[config.mk]
export PLATFORM = sky130hd
export DESIGN_NAME = pcie_interconexion_n
export DESIGN_NICKNAME = d
export VERILOG_FILES = /design/src/rtl/pcie_interconexion_n_pkg.sv /design/src/rtl/pcie_interconexion_n_fifo_sync.sv /design/src/rtl/pcie_interconexion_n.sv
export SDC_FILE = /design/constraint.sdc
export NUM_CORES = 1
export LEC_CHECK = 0
export ABC_AREA = 1
export BUFFER_PORTS_ARGS = -buffer_cell sky130_fd_sc_hd__buf_2
export CAP_MARGIN = 10
export CORE_ASPECT_RATIO = 1.2
export CORE_MARGIN = 2
export CORE_UTILIZATION = 50
export DETAILED_ROUTE_END_ITERATION = 7
export HOLD_SLACK_MARGIN = 0.03
export PLACE_DENSITY = 0.68
export SYNTH_ARGS = -nofsm -noshare
export SYNTH_HDL_FRONTEND = slang
export SYNTH_SLANG_ARGS = --single-unit
[constraint.sdc]
create_clock -name clk -period 5.15 [get_ports clk]
set_input_delay 0.2575 -clock clk [delete_from_list [all_inputs] [get_ports clk]]
set_output_delay 0.2575 -clock clk [all_outputs]
set_load 0.05 [all_outputs]
[src/rtl/pcie_interconexion_n_pkg.sv]
// Shared types and helpers for the N-destination interconnect.
package pcie_interconexion_n_pkg;

  typedef enum logic [2:0] {
    ST_RESET  = 3'd0,
    ST_INIT   = 3'd1,
    ST_IDLE   = 3'd2,
    ST_ACTIVE = 3'd3,
    ST_ERROR  = 3'd4
  } state_t;

  // Bit positions inside the sticky error vector
  localparam int ERR_MAIN_OVF  = 0;
  localparam int ERR_DEST_BASE = 1;

  function automatic int clog2(input int v);
    int r;
    r = 0;
    while ((1 << r) < v) r++;
    return r;
  endfunction

endpackage

[src/rtl/pcie_interconexion_n_fifo_sync.sv]
// Synchronous FIFO with show-ahead head word and occupancy count.
module fifo_sync
  import pcie_interconexion_n_pkg::*;
#(
  parameter int  WORD_SIZE = 6,
  parameter int  MEM_SIZE  = 4,
  localparam int CNT_W     = clog2(MEM_SIZE + 1),
  localparam int AW        = clog2(MEM_SIZE)
) (
  input  logic                 clk,
  input  logic                 reset,
  input  logic                 push,
  input  logic                 pop,
  input  logic [WORD_SIZE-1:0] data_in,
  output logic [WORD_SIZE-1:0] head,
  output logic [CNT_W-1:0]     count
);

  logic [WORD_SIZE-1:0] mem [MEM_SIZE];
  logic [AW-1:0]        wr_ptr;
  logic [AW-1:0]        rd_ptr;
  logic                 wr;
  logic                 rd;

  // A full FIFO still accepts a write when the same cycle frees a slot
  assign rd   = pop && (count != '0);
  assign wr   = push && ((count != CNT_W'(MEM_SIZE)) || rd);
  assign head = mem[rd_ptr];

  // Pointers wrap naturally because MEM_SIZE is a power of two
  always_ff @(posedge clk or posedge reset) begin
    if (reset) begin
      wr_ptr <= '0;
      rd_ptr <= '0;
      count  <= '0;
    end else begin
      if (wr) wr_ptr <= wr_ptr + AW'(1);
      if (rd) rd_ptr <= rd_ptr + AW'(1);
      count <= count + CNT_W'(wr) - CNT_W'(rd);
    end
  end

  // Storage array, no reset needed since reads are gated by count
  always_ff @(posedge clk) begin
    if (wr) mem[wr_ptr] <= data_in;
  end

endmodule

[src/rtl/pcie_interconexion_n.sv]
// One input FIFO routed by word top bits into N_DEST destination FIFOs,
// with latched thresholds, pause/almost-empty flags and a control FSM.
module pcie_interconexion_n
  import pcie_interconexion_n_pkg::*;
#(
  parameter int  WORD_SIZE = 6,
  parameter int  MEM_SIZE  = 4,
  parameter int  N_DEST    = 2,
  localparam int CNT_W     = clog2(MEM_SIZE + 1),
  localparam int DEST_W    = clog2(N_DEST)
) (
  input  logic                          clk,
  input  logic                          reset,
  input  logic                          init,
  input  logic [CNT_W-1:0]              umbral_full,
  input  logic [CNT_W-1:0]              umbral_empty,
  input  logic [WORD_SIZE-1:0]          data_in,
  input  logic                          push_data_in,
  input  logic [N_DEST-1:0]             pop,
  output logic [N_DEST*WORD_SIZE-1:0]   data_out,
  output logic [N_DEST-1:0]             valid_out,
  output logic [N_DEST-1:0]             almost_empty,
  output logic                          main_pause,
  output logic [N_DEST:0]               errors,
  output logic                          error_out,
  output logic                          active_out,
  output logic                          idle_out
);

  localparam logic [CNT_W-1:0] FULL_CNT = CNT_W'(MEM_SIZE);

  state_t               state;
  state_t               state_nx;
  logic [CNT_W-1:0]     uf_q;
  logic [CNT_W-1:0]     ue_q;
  logic [CNT_W-1:0]     uf_nx;
  logic [CNT_W-1:0]     ue_nx;

  logic [WORD_SIZE-1:0] main_head;
  logic [CNT_W-1:0]     main_count;
  logic [CNT_W-1:0]     main_nx;
  logic [WORD_SIZE-1:0] dest_head  [N_DEST];
  logic [CNT_W-1:0]     dest_count [N_DEST];
  logic [CNT_W-1:0]     dest_nx    [N_DEST];

  logic                 run;
  logic                 push_acc;
  logic                 ovf;
  logic                 fwd;
  logic                 all_empty;
  logic [DEST_W-1:0]    head_dest;
  logic [N_DEST-1:0]    dest_push;
  logic [N_DEST-1:0]    pop_acc;
  logic [N_DEST-1:0]    unf;
  logic [N_DEST:0]      err_set;

  fifo_sync #(.WORD_SIZE(WORD_SIZE), .MEM_SIZE(MEM_SIZE)) u_main (
    .clk     (clk),
    .reset   (reset),
    .push    (push_acc),
    .pop     (fwd),
    .data_in (data_in),
    .head    (main_head),
    .count   (main_count)
  );

  for (genvar g = 0; g < N_DEST; g++) begin : g_dest
    fifo_sync #(.WORD_SIZE(WORD_SIZE), .MEM_SIZE(MEM_SIZE)) u_dest (
      .clk     (clk),
      .reset   (reset),
      .push    (dest_push[g]),
      .pop     (pop_acc[g]),
      .data_in (main_head),
      .head    (dest_head[g]),
      .count   (dest_count[g])
    );
  end

  // Router: accept/drop pushes, head-of-line forwarding, pop qualification
  always_comb begin
    run       = (state == ST_IDLE) || (state == ST_ACTIVE);
    push_acc  = run && push_data_in && (main_count != FULL_CNT);
    ovf       = run && push_data_in && (main_count == FULL_CNT);
    head_dest = main_head[WORD_SIZE-1 -: DEST_W];
    // Destination full check guards thresholds programmed above MEM_SIZE
    fwd       = run && (main_count != '0) &&
                (dest_count[head_dest] < uf_q) &&
                (dest_count[head_dest] != FULL_CNT);
    all_empty = (main_count == '0);
    err_set   = '0;
    err_set[ERR_MAIN_OVF] = ovf;
    for (int i = 0; i < N_DEST; i++) begin
      dest_push[i] = fwd && (head_dest == DEST_W'(i));
      pop_acc[i]   = run && pop[i] && (dest_count[i] != '0);
      unf[i]       = run && pop[i] && (dest_count[i] == '0);
      err_set[ERR_DEST_BASE + i] = unf[i];
      all_empty    = all_empty && (dest_count[i] == '0);
      dest_nx[i]   = dest_count[i] + CNT_W'(dest_push[i]) - CNT_W'(pop_acc[i]);
    end
    main_nx = main_count + CNT_W'(push_acc) - CNT_W'(fwd);
    uf_nx   = (state == ST_INIT) ? umbral_full  : uf_q;
    ue_nx   = (state == ST_INIT) ? umbral_empty : ue_q;
  end

  // FSM state register
  always_ff @(posedge clk or posedge reset) begin
    if (reset) state <= ST_RESET;
    else       state <= state_nx;
  end

  // FSM next state; errors take priority over every other transition
  always_comb begin
    state_nx = state;
    case (state)
      ST_RESET:  state_nx = ST_INIT;
      ST_INIT:   if (!init) state_nx = ST_IDLE;
      ST_IDLE: begin
        if (|err_set)     state_nx = ST_ERROR;
        else if (init)    state_nx = ST_INIT;
        else if (push_acc) state_nx = ST_ACTIVE;
      end
      ST_ACTIVE: begin
        if (|err_set)                       state_nx = ST_ERROR;
        else if (all_empty && !push_data_in) state_nx = ST_IDLE;
      end
      ST_ERROR:  state_nx = ST_ERROR;
      default:   state_nx = ST_RESET;
    endcase
  end

  assign idle_out   = (state == ST_IDLE);
  assign active_out = (state == ST_ACTIVE);
  assign error_out  = (state == ST_ERROR);

  // Thresholds, read data, flags from post-update counts, sticky errors
  always_ff @(posedge clk or posedge reset) begin
    if (reset) begin
      uf_q         <= '0;
      ue_q         <= '0;
      data_out     <= '0;
      valid_out    <= '0;
      main_pause   <= 1'b0;
      almost_empty <= '1;
      errors       <= '0;
    end else begin
      uf_q       <= uf_nx;
      ue_q       <= ue_nx;
      valid_out  <= pop_acc;
      main_pause <= (main_nx >= uf_nx);
      for (int i = 0; i < N_DEST; i++) begin
        if (pop_acc[i]) data_out[i*WORD_SIZE +: WORD_SIZE] <= dest_head[i];
        almost_empty[i] <= (dest_nx[i] <= ue_nx);
      end
      errors <= errors | err_set;
    end
  end

endmodule
; ---- After elaboration in Yosys (flattened, before gate mapping)
; Memories as Yosys holds them, arrays and structs flattened. A register that Yosys moved wholly into a read port is not among the register bits.
; Cells that the tools add are included.
[classes]
addsub = 18
magnitude_cmp = 5
eq_ne = 12
n_mux = 18
n_bitwise = 3
n_reduce_logical = 37
[op_table]
columns = op, count
row1 = 3-bit 2-to-1 mux, 11
row2 = 1-bit logical AND, 23
row3 = 3-bit by 1-bit adder with 3-bit output, 6
row4 = 3-bit by 1-bit subtractor with 3-bit output, 6
row5 = 3-bit case mux with 5 select lines, 1
row6 = 2-bit by 1-bit adder with 2-bit output (second input constant), 6
row7 = 3-bit logical NOT, 4
row8 = 3-bit != test (second input constant), 4
row9 = 3-bit nonzero test, 3
row10 = 3-bit by 2-bit equality test with 1-bit output (second input constant), 2
row11 = 3-bit equality test (second input constant), 2
row12 = 3-bit <= comparator, 2
row13 = 1-bit 2-to-1 mux, 6
row14 = 1-bit logical OR, 4
row15 = 4-bit by 2-bit != test with 1-bit output (second input constant), 1
row16 = 3-bit by 1-bit equality test with 1-bit output (second input constant), 1
row17 = 3-bit >= comparator, 1
row18 = 3-bit less-than comparator, 1
row19 = 3-bit by 1-bit != test with 1-bit output (second input constant), 1
row20 = 3-bit bitwise OR, 1
row21 = 3-bit AND reduction, 1
row22 = 3-bit OR reduction, 1
row23 = 2-bit >= comparator (second input constant), 1
row24 = 2-bit != test (second input constant), 1
row25 = 3 further kinds, 3
[word_totals]
ff_bits = 38
ram_bits = 72
input_bits = 18
output_inout_bits = 23
elab_cells = 112
n_memories = 3
[mem_list]
columns = memory, words, word_bits, read_ports, rd_clocked_by_memory_dff, wr, line
row1 = g_dest[0].u_dest.mem, 4, 6, 1, 1, 1, pcie_interconexion_n_fifo_sync.sv:19  ; logic [WORD_SIZE-1:0] mem [MEM_SIZE];
row2 = g_dest[1].u_dest.mem, 4, 6, 1, 1, 1, pcie_interconexion_n_fifo_sync.sv:19
row3 = u_main.mem, 4, 6, 1, 0, 1, pcie_interconexion_n_fifo_sync.sv:19

; ---- Logic depth before layout (Yosys ltp)
; An unclocked memory read counts as a cell.
[depth]
depth_word = 13
mapped_depth = 23

; ---- Modules after synthesis
; A second synthesis with hierarchy kept.
[unflattened]
hier_cells = 600
area_unflattened_um2 = 5983.2
[by_module_without_submodules]
columns = module, n_inst, cells_per_inst, area_per_inst_um2, seq_area_each_um2
row1 = fifo_sync (g_dest[1].u_dest ...), 2, 128, 1416.4, 895.9
row2 = pcie_interconexion_n, 1, 216, 1735.4, 728.2
row3 = fifo_sync (g_dest[0].u_dest), 1, 128, 1415.1, 895.9

; ---- Worst setup path before layout
; OpenSTA, ideal clock, no wires.
[synth_path]
path_type = reg-to-reg
start = reg u_main.rd_ptr[1]
end = reg main_pause
setup_time_ps = 132
arrival_time_ps = 3404
slack_ps = 1613
path_stages_with_launch = 23
path_buffers = 1
cell_sequence = dfrtp_1 > buf_4 > inv_1 > nand3_4 > nand2_4 > nand2_1 > nand2_2 > ha_1 > nand2_1 > inv_1 > nor4_4 > nand2_2 > nor2_4 > ha_1 > inv_1 > ha_1 > inv_1 > fa_1 > xnor2_1 > inv_1 > ha_1 > a21oi_1 > o211ai_1
[synth_between]
elab_chain_len = 10
word_cells_on_any_way = 11
cone_classes = add/sub (1) / order compare (2) / eq/ne (1) / mux (3) / bitwise (1) / reduce/logical (2) / memory (1)
[synth_rtl]
columns = item, line
row1 = from (decl), pcie_interconexion_n_fifo_sync.sv:21  ; logic [AW-1:0] rd_ptr;
row2 = from (signal assigned), pcie_interconexion_n_fifo_sync.sv:38  ; if (rd) rd_ptr <= rd_ptr + AW'(1);
row3 = memory read 4 x 6 bit *, n/a
row4 = 1-bit NOT with 2-bit output (not written as such) *, "pcie_interconexion_n.sv:87, pcie_interconexion_n.sv:88"
row5 = 3-bit 2-to-1 mux (not written as such) * (3 in series), "pcie_interconexion_n.sv:87, pcie_interconexion_n.sv:88"
row6 = 3-bit less-than comparator, pcie_interconexion_n.sv:87  ; (dest_count[head_dest] < uf_q) &&
row7 = 1-bit logical AND, pcie_interconexion_n.sv:86  ; fwd = run && (main_count != '0) &&
row8 = 1-bit logical AND *, pcie_interconexion_n.sv:87
row9 = 3-bit by 1-bit subtractor with 3-bit output *, pcie_interconexion_n.sv:100  ; main_nx = main_count + CNT_W'(push_acc) - CNT_W'(fwd);
row10 = 3-bit >= comparator *, pcie_interconexion_n.sv:149  ; main_pause <= (main_nx >= uf_nx);
row11 = to (signal assigned), pcie_interconexion_n.sv:149
row12 = to (decl), pcie_interconexion_n.sv:23  ; output logic main_pause,
; Every way passes the cells marked *; elsewhere a longest branch is shown, timed or not. The select of a mux whose other input is x is not followed.
; A chain may end at the register's enable or synchronous reset.

; ---- Worst setup path in the final report
[layout_path]
start = reg u_main.rd_ptr[0]
end = reg almost_empty[1]
[layout_between]
elab_chain_len = 12
word_cells_on_any_way = 13
cone_classes = add/sub (2) / order compare (2) / eq/ne (1) / mux (3) / bitwise (1) / reduce/logical (3) / memory (1)
[layout_rtl]
columns = item, line
row1 = memory read 4 x 6 bit *, n/a
row2 = 1-bit NOT with 2-bit output (not written as such), "pcie_interconexion_n.sv:87, pcie_interconexion_n.sv:88"
row3 = 3-bit 2-to-1 mux (not written as such) (3 in series), "pcie_interconexion_n.sv:87, pcie_interconexion_n.sv:88"
row4 = 3-bit less-than comparator, pcie_interconexion_n.sv:87
row5 = 1-bit logical AND, pcie_interconexion_n.sv:86
row6 = 1-bit logical AND, pcie_interconexion_n.sv:87
row7 = 1-bit logical AND *, pcie_interconexion_n.sv:93  ; dest_push[i] = fwd && (head_dest == DEST_W'(i));
row8 = 3-bit by 1-bit adder with 3-bit output *, pcie_interconexion_n.sv:98  ; dest_nx[i] = dest_count[i] + CNT_W'(dest_push[i]) - CNT_W'(pop_acc[i]);
row9 = 3-bit by 1-bit subtractor with 3-bit output *, pcie_interconexion_n.sv:98
row10 = 3-bit <= comparator *, pcie_interconexion_n.sv:152  ; almost_empty[i] <= (dest_nx[i] <= ue_nx);
row11 = "to (signal, indexed assignment)", pcie_interconexion_n.sv:152
row12 = to (decl), pcie_interconexion_n.sv:22  ; output logic [N_DEST-1:0] almost_empty,
; Marks and branches as above.

==> flow_metrics.tcl <==
set metrics [dict create \
    insertion_delay_ps 410 \
    reg2reg_slack_ps 990 \
    num_rows 42 \
    netlist_instances 520 \
    avgSynthCellArea_um2 10.83 \
    async_flop_share 0.4098 \
    period_minus_slack_ps 4161 \
    crit_buf_inv 3 \
    antenna_found_initial 0 \
    max_cap_violations 0 \
    vias 3595 \
    wirelength_um 10260 \
    ys_seq_elements 122 \
    fin_crit_sh 0.8079 \
    synth_edf_count 72 \
    yosys-top-cells-area "edfxtp_1, dfrtp_1, ha_1" \
    final_layout_size_suffix_gt1_frac 0.1527 \
    end_kind "flip-flop" \
    vias_per_cell 5.028 \
    diodes 0 \
    drc 0 \
    setup.worst_path.start "u_main.rd_ptr[0]$_DFFE_PP0N_" \
    core_area_um2 11040 \
    numPortBuffers 40 \
    die_area_um2 12140 \
    synth_common_cells "nor2_1, inv_1, edfxtp_1" \
    die_w_um 100.9 \
    synth_cell_types 32 \
    clkSinkCount 122 \
    cp.required_ps 5500 \
    cp.arrival_ps 4510 \
    num_io_pins 41 \
    grt_pass1_wl_um 17190 \
    synth_fp_nets 579 \
    nets 629 \
    area_delta_synth_final_pct 16.37 \
    grt_use_total 0.1874 \
    yosysTopAreaCell "edfxtp_1" \
    post-place-cells 683 \
    cpMaxStageDelayCell "dfrtp_1" \
    cp_top_family "adder cells" \
    grt_max_degree 51 \
    clockBufferDepth 2 \
    syn_area_um2 5634 \
    tightest_slew_ps 1090 \
    timing.final.hold_violations 0 \
    htreeDepth 4 \
    dr.pass1.iters 4 \
    rsz0062_at_grt "no" \
    rr_worst_depth 20 \
    outcome "completed" \
    drt_iter0_drc 252 \
    r2r-start "u_main.rd_ptr[0]$_DFFE_PP0N_" \
    grt_pass1_vias 3646 \
    setup.worst_path.start_class "flip-flop" \
    relSlewSlack 0.2726 \
    max_freq_mhz 240.3 \
    grt-ovfl-total 0 \
    fin_cells 715 \
    fin_util 0.5941 \
    path_cells "inv_2, nand2_1, nand3_2, nand2_4, nand2_1, nand2_2, ha_1, nand2_1, inv_1, nor4_4, nand4_2, ha_1, inv_1, ha_1, fa_1, xor2_1, ha_1, a21oi_1, o21ai_0, nand2_1" \
    fin_setup_tns_ps 0 \
    setup_viol 0 \
    hold_end "u_main.mem[2][3]$_DFFE_PP_" \
    whs_ps 63.61 \
    cts_tree "built" \
    synth_ff_type "edfxtp_1" \
    fill_cells 909 \
    path_clk_slew_ps 50 \
    holdPathStages 1 \
    place_hpwl_um 7345 \
    yosysTopAreaCellShare 0.3837 \
    die_h_um 120.3 \
    cts_root_buffer "clkbuf_16" \
    post-synth-top-count-cell "nor2_1" \
    wire_per_inst_um 14.36 \
    gp_congestion 0.8087 \
    critical_path_class "reg2reg" \
    holdBufCountCts 0 \
    cpPeakStageDelay_ps 610 \
    numCtsBuffers 17 \
    crit_fanout 14 \
    drv_slew 0 \
    r2r-end "almost_empty[1]$_DFF_PP1_" \
    fin_skew_ps 9.174 \
    hp-start "data_in[3]" \
    hp-class "in2reg" \
    cts-resized-gates 0 \
    ys_seq_area_frac 0.6063 \
    postCtsSetupBuffers 0 \
    initial_core_util 0.5105 \
    final_antenna_net_count 0 \
    yosysWarnings 0 \
]
-- area by class of cell --
cell class              count  area, µm²  area share
well taps                 132      165.2     0.02519
repair buffers             41      207.7     0.03168
flip-flops and latches    122       3416      0.5210
multi-input cells         310       1882      0.2870
clock buffers              24      471.7     0.07195
inverters                  78      292.8     0.04466
clock inverters             8      121.4     0.01851
-- per-layer routing --
metal / global-route usage / part of all wire / vias up
met5: 0 / 0 / -
met4: 0.06250 / 0.014 / 0
met3: 0.05838 / 0.042 / 17
met2: 0.3192 / 0.52 / 77
met1: 0.2249 / 0.43 / 1684
li1: - / - / 1817
-- kinds of logic (layout without fill, tap and decap cells) --
group                    after synthesis  in the layout  synth area share
AND/OR/NAND/NOR                      190            190            0.1512
buffers and inverters                 88            151           0.05974
AO/OA/AOI/OAI                         66             66           0.06351
adder cells (fa/ha/maj)               41             41           0.09905
XOR/XNOR                              13             13           0.02021
flip-flops                           122            122            0.6063
-- flip-flops by register name, summed over array words and instances, names as in the netlist, 4 cells and up --
register              count
g_dest.u_dest.mem        48
u_main.mem               24
data_out                 12
g_dest.u_dest.count       6
g_dest.u_dest.rd_ptr      4
g_dest.u_dest.wr_ptr      4
-- cell usage in the layout (no fill, tap or decap), types with 6 or more instances in the layout --
cell type   n
nand3_1    18
edfxtp_1   72
nor2_1     98
clkbuf_16  17
dfrtp_1    48
o21ai_0    43
fa_1        6
buf_2      40
nand2_1    51
inv_1      75
xor2_1      8
a31oi_1    13
ha_1       35
-- worst max path at each step --
stage	endpoint	slack, ps	depth (start not counted)
floorplan	main_pause$_DFF_PP0_	1610	22
detailed placement	almost_empty[0]$_DFF_PP1_	1010	20
CTS	almost_empty[1]$_DFF_PP1_	1010	20
global placement	almost_empty[0]$_DFF_PP1_	1220	20
global route	main_pause$_DFF_PP0_	560	22
finish	almost_empty[1]$_DFF_PP1_	990	20
-- through the flow --
| step | worst slack, ps | instance area [µm²] |
|---|---|---|
| floorplan | 1613 | 5634 |
| global placement | 1217 | 5963 |
| detailed placement | 1011 | 5963 |
| CTS | 1012 | 6556 |
| global route | 557.9 | 6556 |
| finish | 989.1 | 6556 |
-- worst reg2reg max path: cells and delay by family, from the launching register on --
| kind | cells | cell delay [ps] |
|---|---|---|
| compound gates | 2 | 260 |
| flops | 1 | 610 |
| simple gates | 9 | 1310 |
| xor+xnor | 1 | 170 |
| fa+ha+maj | 5 | 1460 |
| buf+inv | 3 | 300 |
Power is left out: the tool's default activity adds up to more than one toggle a clock period on the data nets, which glitch-free logic cannot reach.
